==> config.mk <==
export PLATFORM = sky130hd
export DESIGN_NAME = rtc_bus_cycle
export DESIGN_NICKNAME = d
export VERILOG_FILES = /design/src/rtl/rtc_bus_pkg.sv /design/src/rtl/rtc_bus_cycle.sv
export SDC_FILE = /design/constraint.sdc
export NUM_CORES = 1
export LEC_CHECK = 0
export ABC_AREA = 0
export BUFFER_PORTS_ARGS = -buffer_cell sky130_fd_sc_hd__buf_4
export CORE_MARGIN = 2
export CORE_UTILIZATION = 55
export CTS_CLUSTER_SIZE = 14
export DETAILED_ROUTE_END_ITERATION = 8
export MAX_ROUTING_LAYER = met4
export PLACE_DENSITY = 0.91
export SLEW_MARGIN = 20
export SYNTH_ARGS = -nofsm -noshare
export SYNTH_HDL_FRONTEND = slang
export SYNTH_SLANG_ARGS = --single-unit
export TNS_END_PERCENT = 10
==> constraint.sdc <==
create_clock -name clk -period 5.1 [get_ports clk]
set_input_delay 1.53 -clock clk [delete_from_list [all_inputs] [get_ports clk]]
set_output_delay 1.53 -clock clk [all_outputs]
set_load 0.01 [all_outputs]
==> src/rtl/rtc_bus_pkg.sv <==
// Shared types and constants for the RTC multiplexed address/data bus engine.
package rtc_bus_pkg;

   // Transaction phases; timed phases share one down-counter in the engine.
   typedef enum logic [3:0] {
      StIdle,
      StASetup,
      StAStrobe,
      StAHold,
      StGap,
      StDSetup,
      StDStrobe,
      StDHold,
      StDone
   } state_t;

   // Pin levels while the bus is parked.
   localparam logic AD_IDLE = 1'b1;
   localparam logic CS_IDLE = 1'b1;
   localparam logic RD_IDLE = 1'b1;
   localparam logic WR_IDLE = 1'b1;

   // Encoding of the rw request bit.
   localparam logic RW_READ  = 1'b1;
   localparam logic RW_WRITE = 1'b0;

   // Default timing, in clock cycles.
   localparam int unsigned T_SU_DEFAULT  = 2;
   localparam int unsigned T_PW_DEFAULT  = 5;
   localparam int unsigned T_HD_DEFAULT  = 2;
   localparam int unsigned T_GAP_DEFAULT = 3;

endpackage

==> src/rtl/rtc_bus_cycle.sv <==
// Single-transaction engine for the RTC multiplexed AD bus: address phase, turnaround,
// data phase, each with programmable setup / strobe / hold timing. All outputs registered.
module rtc_bus_cycle
   import rtc_bus_pkg::*;
#(
   parameter int unsigned T_SU  = T_SU_DEFAULT,
   parameter int unsigned T_PW  = T_PW_DEFAULT,
   parameter int unsigned T_HD  = T_HD_DEFAULT,
   parameter int unsigned T_GAP = T_GAP_DEFAULT
) (
   input  logic       clk,
   input  logic       reset,
   input  logic       start,
   input  logic       rw,
   input  logic [7:0] addr,
   input  logic [7:0] wdata,
   output logic       busy,
   output logic       done,
   output logic [7:0] rdata,
   input  logic [7:0] d_in,
   output logic [7:0] d_out,
   output logic       d_oe,
   output logic       AD,
   output logic       CS,
   output logic       RD,
   output logic       WR
);

   // Counter reload values: a state lasting N cycles is entered with N-1 and left at 0.
   localparam logic [7:0] SU_LOAD  = 8'(T_SU - 1);
   localparam logic [7:0] PW_LOAD  = 8'(T_PW - 1);
   localparam logic [7:0] HD_LOAD  = 8'(T_HD - 1);
   localparam logic [7:0] GAP_LOAD = 8'(T_GAP - 1);

   state_t     state;
   logic [7:0] cnt;
   logic       rw_q;
   logic [7:0] wdata_q;

   logic       last;
   assign last = (cnt == 8'd0);

   // Phase sequencer; every pin is updated on the edge that enters the phase it belongs to.
   always_ff @(posedge clk) begin
      if (reset) begin
         state   <= StIdle;
         cnt     <= 8'd0;
         rw_q    <= RW_WRITE;
         wdata_q <= 8'h00;
         busy    <= 1'b0;
         done    <= 1'b0;
         rdata   <= 8'h00;
         d_out   <= 8'h00;
         d_oe    <= 1'b0;
         AD      <= AD_IDLE;
         CS      <= CS_IDLE;
         RD      <= RD_IDLE;
         WR      <= WR_IDLE;
      end else begin
         done <= 1'b0;
         unique case (state)
            StIdle: begin
               if (start) begin
                  rw_q    <= rw;
                  wdata_q <= wdata;
                  state   <= StASetup;
                  cnt     <= SU_LOAD;
                  busy    <= 1'b1;
                  AD      <= 1'b0;
                  d_oe    <= 1'b1;
                  d_out   <= addr;
                  CS      <= CS_IDLE;
                  RD      <= RD_IDLE;
                  WR      <= WR_IDLE;
               end
            end
            StASetup: begin
               if (last) begin
                  // The address is latched by the RTC with a WR strobe.
                  state <= StAStrobe;
                  cnt   <= PW_LOAD;
                  CS    <= 1'b0;
                  WR    <= 1'b0;
               end else begin
                  cnt <= cnt - 8'd1;
               end
            end
            StAStrobe: begin
               if (last) begin
                  state <= StAHold;
                  cnt   <= HD_LOAD;
                  CS    <= CS_IDLE;
                  WR    <= WR_IDLE;
               end else begin
                  cnt <= cnt - 8'd1;
               end
            end
            StAHold: begin
               if (last) begin
                  state <= StGap;
                  cnt   <= GAP_LOAD;
                  AD    <= 1'b1;
                  if (rw_q == RW_READ) begin
                     d_oe <= 1'b0;
                  end else begin
                     d_oe  <= 1'b1;
                     d_out <= wdata_q;
                  end
               end else begin
                  cnt <= cnt - 8'd1;
               end
            end
            StGap: begin
               if (last) begin
                  state <= StDSetup;
                  cnt   <= SU_LOAD;
               end else begin
                  cnt <= cnt - 8'd1;
               end
            end
            StDSetup: begin
               if (last) begin
                  state <= StDStrobe;
                  cnt   <= PW_LOAD;
                  CS    <= 1'b0;
                  if (rw_q == RW_READ) begin
                     RD <= 1'b0;
                  end else begin
                     WR <= 1'b0;
                  end
               end else begin
                  cnt <= cnt - 8'd1;
               end
            end
            StDStrobe: begin
               if (last) begin
                  // Capture on the same edge RD rises, while the RTC still drives D.
                  if (rw_q == RW_READ) begin
                     rdata <= d_in;
                  end
                  state <= StDHold;
                  cnt   <= HD_LOAD;
                  CS    <= CS_IDLE;
                  RD    <= RD_IDLE;
                  WR    <= WR_IDLE;
               end else begin
                  cnt <= cnt - 8'd1;
               end
            end
            StDHold: begin
               if (last) begin
                  state <= StDone;
                  cnt   <= 8'd0;
                  done  <= 1'b1;
                  busy  <= 1'b0;
                  d_oe  <= 1'b0;
                  AD    <= AD_IDLE;
               end else begin
                  cnt <= cnt - 8'd1;
               end
            end
            StDone: begin
               // start is ignored here; the next request is accepted from StIdle.
               state <= StIdle;
            end
            default: begin
               state <= StIdle;
            end
         endcase
      end
   end

endmodule

After elaboration in Yosys (flattened, before gate mapping)
Index checks and enable logic that the tools add are counted.
{ "totals": {"ff_bits": 44, "latchBits": 0, "ram_bits": 0, "romBits": 0, "input_bits": 28, "out_inout_bits": 23, "memories": 0} }
{ "op_classes": {"add_sub_neg": 1, "multipliers": 0, "div_mod_pow": 0, "order_cmp": 0, "n_eq_ne": 21, "shifts": 0, "n_mux": 36, "n_bitwise": 1, "n_reduce_logical": 26} }
{ "ops": {"columns": ["operator", "n"], "rows": [
  ["$mux W8", 8],
  ["$pmux W8 S5", 1],
  ["$mux W4", 8],
  ["$pmux W4 S8", 1],
  ["$ne A2 B2 Y1 const B", 11],
  ["$eq A4 B3 Y1 const B", 4],
  ["$pmux W8 S2", 1],
  ["$reduce_and A4 Y1", 3],
  ["$mux W1", 11],
  ["$pmux W1 S3", 3],
  ["$reduce_and A3 Y1", 3],
  ["$reduce_bool A3 Y1", 3],
  ["$eq A4 B2 Y1 const B", 2],
  ["$logic_not A8 Y1", 1],
  ["$reduce_and A8 Y1", 1],
  ["$reduce_or A2 Y1", 4],
  ["$sub A8 B1 Y8 const B", 1],
  ["$ne A2 B1 Y1 const B", 3],
  ["$reduce_and A6 Y1", 1],
  ["$reduce_bool A2 Y1", 3],
  ["$reduce_and A5 Y1", 1],
  ["$reduce_bool A5 Y1", 1],
  ["$eq A4 B1 Y1 const B", 1],
  ["$logic_not A4 Y1", 1],
  ["6 further kinds", 8]
]} }

Longest topological paths before layout
Gate-level depths: netlist of run 1.
{ "logic_depth": {"ltp_word": 4, "depth_mapped": 7, "depth_no_buf": 6} }

Worst setup path after synthesis of run 1
Ideal clock, no wire load.
{ "synth_timing": {"kind": "input port to flip-flop", "start": "in start", "end": "reg RD", "setup_ns": 0.122, "arrival_ns": 2.529, "t_required_ns": 4.978, "setup_slack_ns": 2.450, "stages": 4, "path_buffers": 0, "path_cell_list": "or3b_2 a21oi_1 o2111ai_1 a221o_1"} }
{ "synth_via": {"elab_chain_len": 2} }
{ "synth_rtl": {"columns": ["element", "line_no", "source"], "rows": [
  ["start: declaration", "rtc_bus_cycle.sv:13", "input logic start,"],
  ["$ne A2 B2 Y1 (no line)", null, null],
  ["$reduce_and A5 Y1 (no line)", null, null],
  ["end signal: assignment", "rtc_bus_cycle.sv:57", "RD <= RD_IDLE;"],
  ["end signal: assignment", "rtc_bus_cycle.sv:73", "RD <= RD_IDLE;"],
  ["end signal: assignment", "rtc_bus_cycle.sv:127", "RD <= 1'b0;"],
  ["end: declaration", "rtc_bus_cycle.sv:25", "output logic RD,"]
]} }
No other way between the ends.
A chain may end at the register's enable or synchronous reset.

Worst setup path after layout of run 1
{ "layout_timing": {"start": "in start", "end": "reg d_out[5]"} }
{ "layout_via": {"elab_chain_len": 2} }
{ "layout_rtl": {"columns": ["element", "line_no", "source"], "rows": [
  ["$ne A2 B2 Y1 (no line)", null, null],
  ["$reduce_and A4 Y1 (no line)", null, null],
  ["end signal: assignment", "rtc_bus_cycle.sv:71", "d_out <= addr;"],
  ["end signal: assignment", "rtc_bus_cycle.sv:107", "d_out <= wdata_q;"],
  ["end: declaration", "rtc_bus_cycle.sv:21", "output logic [7:0] d_out,"]
]} }
No other way between the ends.

==> parameters.txt, run 1 <==
Parameter                              Value

Power and ir drop
  Post-layout total power    1.35 mW
  Static Leak    1.15 nW
  Power density cells    529 nW/um^2
  Maximum VDD drop    0.243 mV

Worst setup path
  CP endpoint kind    flip-flop
  WS Path Type    in2reg
  Critical path launch point type    primary input
  Required time of the critical path    5.30 ns
  R2R Setup Slk    2.78 ns
  CP arrival    2.81 ns
  Largest fanout on the critical path    19

Clocking
  Reg clk slew, reported paths    0.07 ns
  CTS root buf    sky130_fd_sc_hd__clkbuf_8
  Number of hold buffers added after CTS    0
  TritonCTS Buffers    5
  TritonCTS clock tree    done
  CTS sink cnt    44
  Count of H-tree levels built during CTS    2
  Post-CTS sizing    0
  Post-CTS Setup Repair Bufs    0
  Number of buffers between clock root and the deepest sink    2
  Insertion delay of the later-clocked pin in the worst-skew pair    0.30 ns

Drt
  DRC violation count after routing    0
  Router iterations before antenna repair    4
  Remaining antenna violation count after routing    0
  Starting DRC count in detailed routing    66
  Met3 WL    231 um
  Uppermost layer routed    met4
  Vias per cell    5.59
  Overall routed net length    4.55 mm
  Metal-1 WL    2.12 mm
  Average routed wire per standard cell    14.0 um
  Number of vias after detailed routing    1816
  Detailed-routed wire length on met2    2.14 mm

Floorplan
  Core Footprint    3630 um^2
  Full die area    4280 um^2
  Die H    65.4 um
  Starting density of the core    0.571
  Row cnt    22
  Die X-Extent    65.4 um
  Number of top-level pins    51

Synthesis
  Simple-gate portion of the synthesized area    0.258
  Avg Inst Size Synth    8.87 um^2
  Multiplexer area fraction after synthesis    0.0434
  Commonest cells in the synthesized netlist    sky130_fd_sc_hd__dfxtp_1 (44), sky130_fd_sc_hd__nand2_1 (23), sky130_fd_sc_hd__nor2_1 (23)
  EDFF count, synth    0
  Total of flip-flops plus latches after synthesis    44
  Number of instances in the synthesized netlist    234
  Proportion of synthesized chip area in sequential cells    0.424
  Adder-cell area share of the yosys netlist    0.00603
  Area of the mapped netlist    2080 um^2
  Compound-gate portion of the synthesized area    0.182
  Dominant combinational cell family by area after synthesis    simple AND/OR/NAND/NOR gates
  Most numerous cell in the Yosys netlist    sky130_fd_sc_hd__dfxtp_1
  Largest cells by area after synthesis    sky130_fd_sc_hd__dfxtp_1 (42%), sky130_fd_sc_hd__a211oi_1 (4.7%), sky130_fd_sc_hd__mux2i_1 (4.3%)
  Top cell type's share of synthesized area    0.424
  Most used flip-flop cell after synthesis    sky130_fd_sc_hd__dfxtp_1
  Share of synthesized registers carrying an async set or reset    0
  Synthesized netlist net count    263
  Post-synthesis xor/xnor area fraction    0.0295
  Count of warnings emitted by yosys    0
  Count of different cell masters after synthesis    56
  Cell type contributing the most total cell area after synthesis    sky130_fd_sc_hd__dfxtp_1

Timing
  Post-route setup TNS    0 ns
  Unrepaired setup endpoints after global routing    no
  Number of slew-limit violations in the final report    0
  Normalized max-slew margin    0.552
  Layout Skew    0.0109 ns
  Highest clock rate    384 MHz
  Worst Max-Slew Pin Slew    0.670 ns
  Share of the clock period used by the worst path after layout    0.511
  Hold Fails Final Rpt    0
  Setup Viol. Count Final    0
  Hold_ws    0.459 ns
  Shortest clock period the worst path allows after layout    2.61 ns

Placed design
  Placement Cell Area    2450 um^2
  Dpl hpwl    3.24 mm
  Number of buffers inserted by port buffering    50
  Global placer's final weighted congestion    0.843
  Post-Place Cells    317

Cells and area
  Area growth syn-to-layout    23.3%
  Non-Filler Cell Area, Final    2560 um^2
  Antenna diode count    0
  Share of final-layout standard cells stronger than drive strength 1    0.242
  Layout Nets    305
  Fill cell count    283
  Final instance count without filler cells    325

Status
  Run status    completed

Min path
  Hold Path Class    reg2reg

Run
  Total of max-cap violations    0

Global route
  Vias in the first global route    1605
  Wire length of the first global-routing pass    7.45 mm
  Largest net degree at the start of global routing    37
  Overflow left after global routing    0
  Antenna violations before repair    0
  Overall Global Routing Usage    0.233
-- cell type report --
| type | instances | area (um^2) | area share |
|---|---|---|---|
| Tap cell | 48 | 60.1 | 0.0235 |
| Clock buffer | 6 | 72.6 | 0.0283 |
| Multi-Input combinational cell | 162 | 1080 | 0.423 |
| Inverter | 12 | 45.0 | 0.0176 |
| Sequential cell | 44 | 881 | 0.344 |
| Clock inverter | 2 | 35.0 | 0.0137 |
| Timing Repair Buffer | 51 | 383 | 0.150 |
-- where the power goes --
group          leakage [nW]  internal, mW  switching, mW
sequential            0.360         0.422         0.0909
clock                0.0552         0.145          0.116
combinational         0.731         0.259          0.320
-- placed cells by master (no fill, tap or decap), types with 2 or more instances in the layout --
cell type	instances
sky130_fd_sc_hd__clkbuf_8	5
sky130_fd_sc_hd__nor2_1	23
sky130_fd_sc_hd__a211oi_1	13
sky130_fd_sc_hd__mux2i_1	9
sky130_fd_sc_hd__nand3_1	6
sky130_fd_sc_hd__o21ai_0	3
sky130_fd_sc_hd__a221oi_1	8
sky130_fd_sc_hd__dfxtp_1	44
sky130_fd_sc_hd__inv_1	12
sky130_fd_sc_hd__nor4_1	5
sky130_fd_sc_hd__nor3b_1	3
sky130_fd_sc_hd__a21oi_1	13
sky130_fd_sc_hd__and2_1	2
sky130_fd_sc_hd__nor2b_1	9
sky130_fd_sc_hd__buf_4	51
sky130_fd_sc_hd__xor2_1	6
sky130_fd_sc_hd__nand2b_1	3
sky130_fd_sc_hd__nand2_1	23
-- worst max-delay path, cell delays in order --
cell and delay (ns):
sky130_fd_sc_hd__buf_4 0.10, sky130_fd_sc_hd__nand3_1 0.47, sky130_fd_sc_hd__and2_1 0.43, sky130_fd_sc_hd__a211oi_1 0.27
-- metrics by stage --
step,setup slack (ns),util
floorplan,2.45,-
global placement,2.28,0.675
detailed placement,2.18,0.675
CTS,2.48,0.705
global route,2.31,0.705
finish,2.49,0.705
-- registers in the layout, summed over array words and instances (netlist names) --
register,count
WR,1
rw_q,1
d_oe,1
cnt,8
rdata,8
CS,1
AD,1
busy,1
wdata_q,8
d_out,8
RD,1
done,1
state,4
-- cells by family after synthesis --
logic type      Yosys count
fa+ha+maj                 1
buf+inv                  28
mux                       9
xor+xnor                  7
compound gates           52
simple gates             93
flops                    44
-- worst paths after layout --
| path | cells after the start | startpoint | end |
|---|---|---|---|
| worst max-delay path | 4 | start | d_out[5]$_SDFFE_PP0P_ |
| worst min-delay path | 2 | d_out[7]$_SDFFE_PP0P_ | d_out[7]$_SDFFE_PP0P_ |
| worst max register to register | 4 | state[0]$_SDFFE_PP0P_ | d_out[5]$_SDFFE_PP0P_ |
| worst min register to register | 2 | d_out[7]$_SDFFE_PP0P_ | d_out[7]$_SDFFE_PP0P_ |
-- per-layer routing --
layer	global-route usage	vias to the layer above
li1	-	916
met1	0.311	844
met2	0.344	50
met3	0.0651	6
met4	0.0755	0
met5	-	-
(Power assumes the default switching activity.)
==> run 2: changes to the inputs <==
Settings changed: CORE_UTILIZATION 55 to 47, PLACE_DENSITY 0.91 to 0.83.
Clock period 5.1 ns to 2.22 ns, I/O delays scaled along.
==> run 2 against run 1 <==
Effect of this change: via count rose by 0.94%; routed wire length rose by 5.5%; sequential share of layout area fell by 1.6 points; count of clock-buffer cells in the layout rose by 1; critical path depth rose by 3; flip-flop and latch count did not move; combinational power rose to 2.7 times the previous value; worst hold slack improved by 0.0019 ns; utilization fell by 8.0 points; highest routed layer unchanged; critical path type is now reg2reg.
==> parameters.txt, run 2 (same netlist as run 1, synthesis figures left out) <==
Parameter                              Value

Global route
  Antenna violations before repair    0
  Overall Global Routing Usage    0.214
  Largest net degree at the start of global routing    36
  Vias in the first global route    1809
  Wire length of the first global-routing pass    8.17 mm
  Overflow left after global routing    0

Status
  Run status    completed

Timing
  Setup Viol. Count Final    0
  Layout Skew    0.00358 ns
  Worst Max-Slew Pin Slew    0.603 ns
  Share of the clock period used by the worst path after layout    0.877
  Normalized max-slew margin    0.598
  Smallest setup slack after layout    0.273 ns
  Post-route setup TNS    0 ns
  Hold Fails Final Rpt    0
  Hold_ws    0.461 ns
  Unrepaired setup endpoints after global routing    no
  Number of slew-limit violations in the final report    0
  Shortest clock period the worst path allows after layout    1.95 ns
  Highest clock rate    514 MHz

Power and ir drop
  Static Leak    1.22 nW
  Maximum VDD drop    0.598 mV
  Internal power component    2.12 mW
  Power share of the combinational group    0.467
  Net switching share of the total power    0.375
  Power density cells    1260 nW/um^2
  Post-layout total power    3.39 mW
  Switching component of the power    1.27 mW
  Power share of the sequential group    0.337
  Clock Power Share    0.196

Worst setup path
  Critical path launch point type    flip-flop
  Start of the worst register-to-register path    cnt[0]$_SDFFE_PP0P_
  Largest fanout on the critical path    6
  R2R depth    7
  Critical Path Start    cnt[0]$_SDFFE_PP0P_
  End of the worst register-to-register path    cnt[0]$_SDFFE_PP0P_
  R2R Setup Slk    0.27 ns
  CP arrival    2.15 ns
  CP endpoint kind    flip-flop
  Required time of the critical path    2.43 ns
  Endpoint of the worst setup timing path    cnt[0]$_SDFFE_PP0P_
  WS Path Type    reg2reg

Clocking
  Number of buffers between clock root and the deepest sink    2
  Insertion delay of the later-clocked pin in the worst-skew pair    0.30 ns
  TritonCTS clock tree    done
  Reg clk slew, reported paths    0.08 ns
  CTS root buf    sky130_fd_sc_hd__clkbuf_8
  TritonCTS Buffers    5
  Number of hold buffers added after CTS    0
  CTS sink cnt    44
  Count of H-tree levels built during CTS    2

Placed design
  Number of buffers inserted by port buffering    50
  Global placer's final weighted congestion    0.923
  Placement Cell Area    2540 um^2
  Dpl hpwl    3.51 mm
  Pre-CTS setup slack    0.208 ns

Floorplan
  Full die area    4960 um^2
  Row cnt    24
  Core Footprint    4290 um^2
  Die H    70.5 um
  Starting density of the core    0.483
  Die X-Extent    70.5 um
  Number of top-level pins    51

Min path
  Hold Path Class    reg2reg
  Hold Crit Start    d_out[2]$_SDFFE_PP0P_

Drt
  Number of vias after detailed routing    1833
  DRC violation count after routing    0
  Starting DRC count in detailed routing    128
  Vias per cell    5.36
  Overall routed net length    4.80 mm
  Average routed wire per standard cell    14.0 um
  Remaining antenna violation count after routing    0
  Router iterations before antenna repair    4

Cells and area
  Footprint of the multi-input gates    1080 um^2
  Share of final-layout standard cells stronger than drive strength 1    0.279
  Layout Nets    318
  Fill cell count    370
  Non-Filler Cell Area, Final    2680 um^2
  Storage cell area    881 um^2
  Antenna diode count    0
  Commonest cells after routing, fill and taps aside    sky130_fd_sc_hd__buf_4 (64), sky130_fd_sc_hd__dfxtp_1 (44), sky130_fd_sc_hd__nor2_1 (23), sky130_fd_sc_hd__nand2_1 (23)
  Area growth syn-to-layout    29.2%
  Commonest non-fill, non-tap cell in the layout    sky130_fd_sc_hd__buf_4

Run
  Total of max-cap violations    0
## run 2: final cells by class
| type | instances | area share |
|---|---|---|
| multi-input cells | 162 | 0.404 |
| flip-flops and latches | 44 | 0.329 |
| repair buffers | 64 | 0.179 |
| clock buffers | 7 | 0.0359 |
| well taps | 52 | 0.0243 |
| inverters | 12 | 0.0168 |
| clock inverters | 1 | 0.0112 |
## run 2: routing by layer
metal	up-vias	wire length [um]	global-route usage
li1	944	-	-
met1	839	2220	0.271
met4	0	105	0.103
met2	41	2280	0.328
met3	9	197	0.0390
met5	-	0	-
## run 2: power by group through the flow
| stage | combinational, mW | sequential [mW] | clock, mW |
|---|---|---|---|
| 2_1_floorplan | 1.03 | 1.15 | 0 |
| 3_3_place_gp | 1.48 | 1.15 | 0 |
| 3_5_place_dp | 1.51 | 1.16 | 0 |
| 4_1_cts | 1.53 | 1.14 | 0.670 |
| 5_1_grt | 1.75 | 1.17 | 0.708 |
| 6_report | 1.58 | 1.14 | 0.664 |
## run 2: worst min path at each step
| stage | slack, ns | end | cells past startpoint |
|---|---|---|---|
| after global placement | 0.45 | wdata_q[5]$_SDFFE_PP0P_ | 2 |
| after CTS | 0.46 | d_out[5]$_SDFFE_PP0P_ | 2 |
| final | 0.46 | d_out[2]$_SDFFE_PP0P_ | 2 |
| after detailed placement | 0.45 | d_out[5]$_SDFFE_PP0P_ | 2 |
| after global routing | 0.48 | d_out[2]$_SDFFE_PP0P_ | 2 |
| after floorplan | 0.44 | wdata_q[0]$_SDFFE_PP0P_ | 2 |
## run 2: through the flow
step	utilization	std cells
CTS	0.621	340
detailed placement	0.591	332
floorplan	-	234
global route	0.624	342
global placement	0.591	332
finish	0.624	342
## run 2: critical path, cell delays in order (launching register included)
cell                       delay [ns]
sky130_fd_sc_hd__dfxtp_1         0.35
sky130_fd_sc_hd__inv_1           0.09
sky130_fd_sc_hd__ha_1            0.18
sky130_fd_sc_hd__nor4b_4         0.33
sky130_fd_sc_hd__and2_1          0.33
sky130_fd_sc_hd__buf_4           0.19
sky130_fd_sc_hd__o31ai_1         0.10
sky130_fd_sc_hd__a211oi_1        0.29
## run 2: repair_timing
| action | 4_1_cts | 5_1_grt |
|---|---|---|
| resized for setup | 0 | 0 |
| setup buffers | 0 | 2 |
| setup endpoints to repair | 0 | 1 |
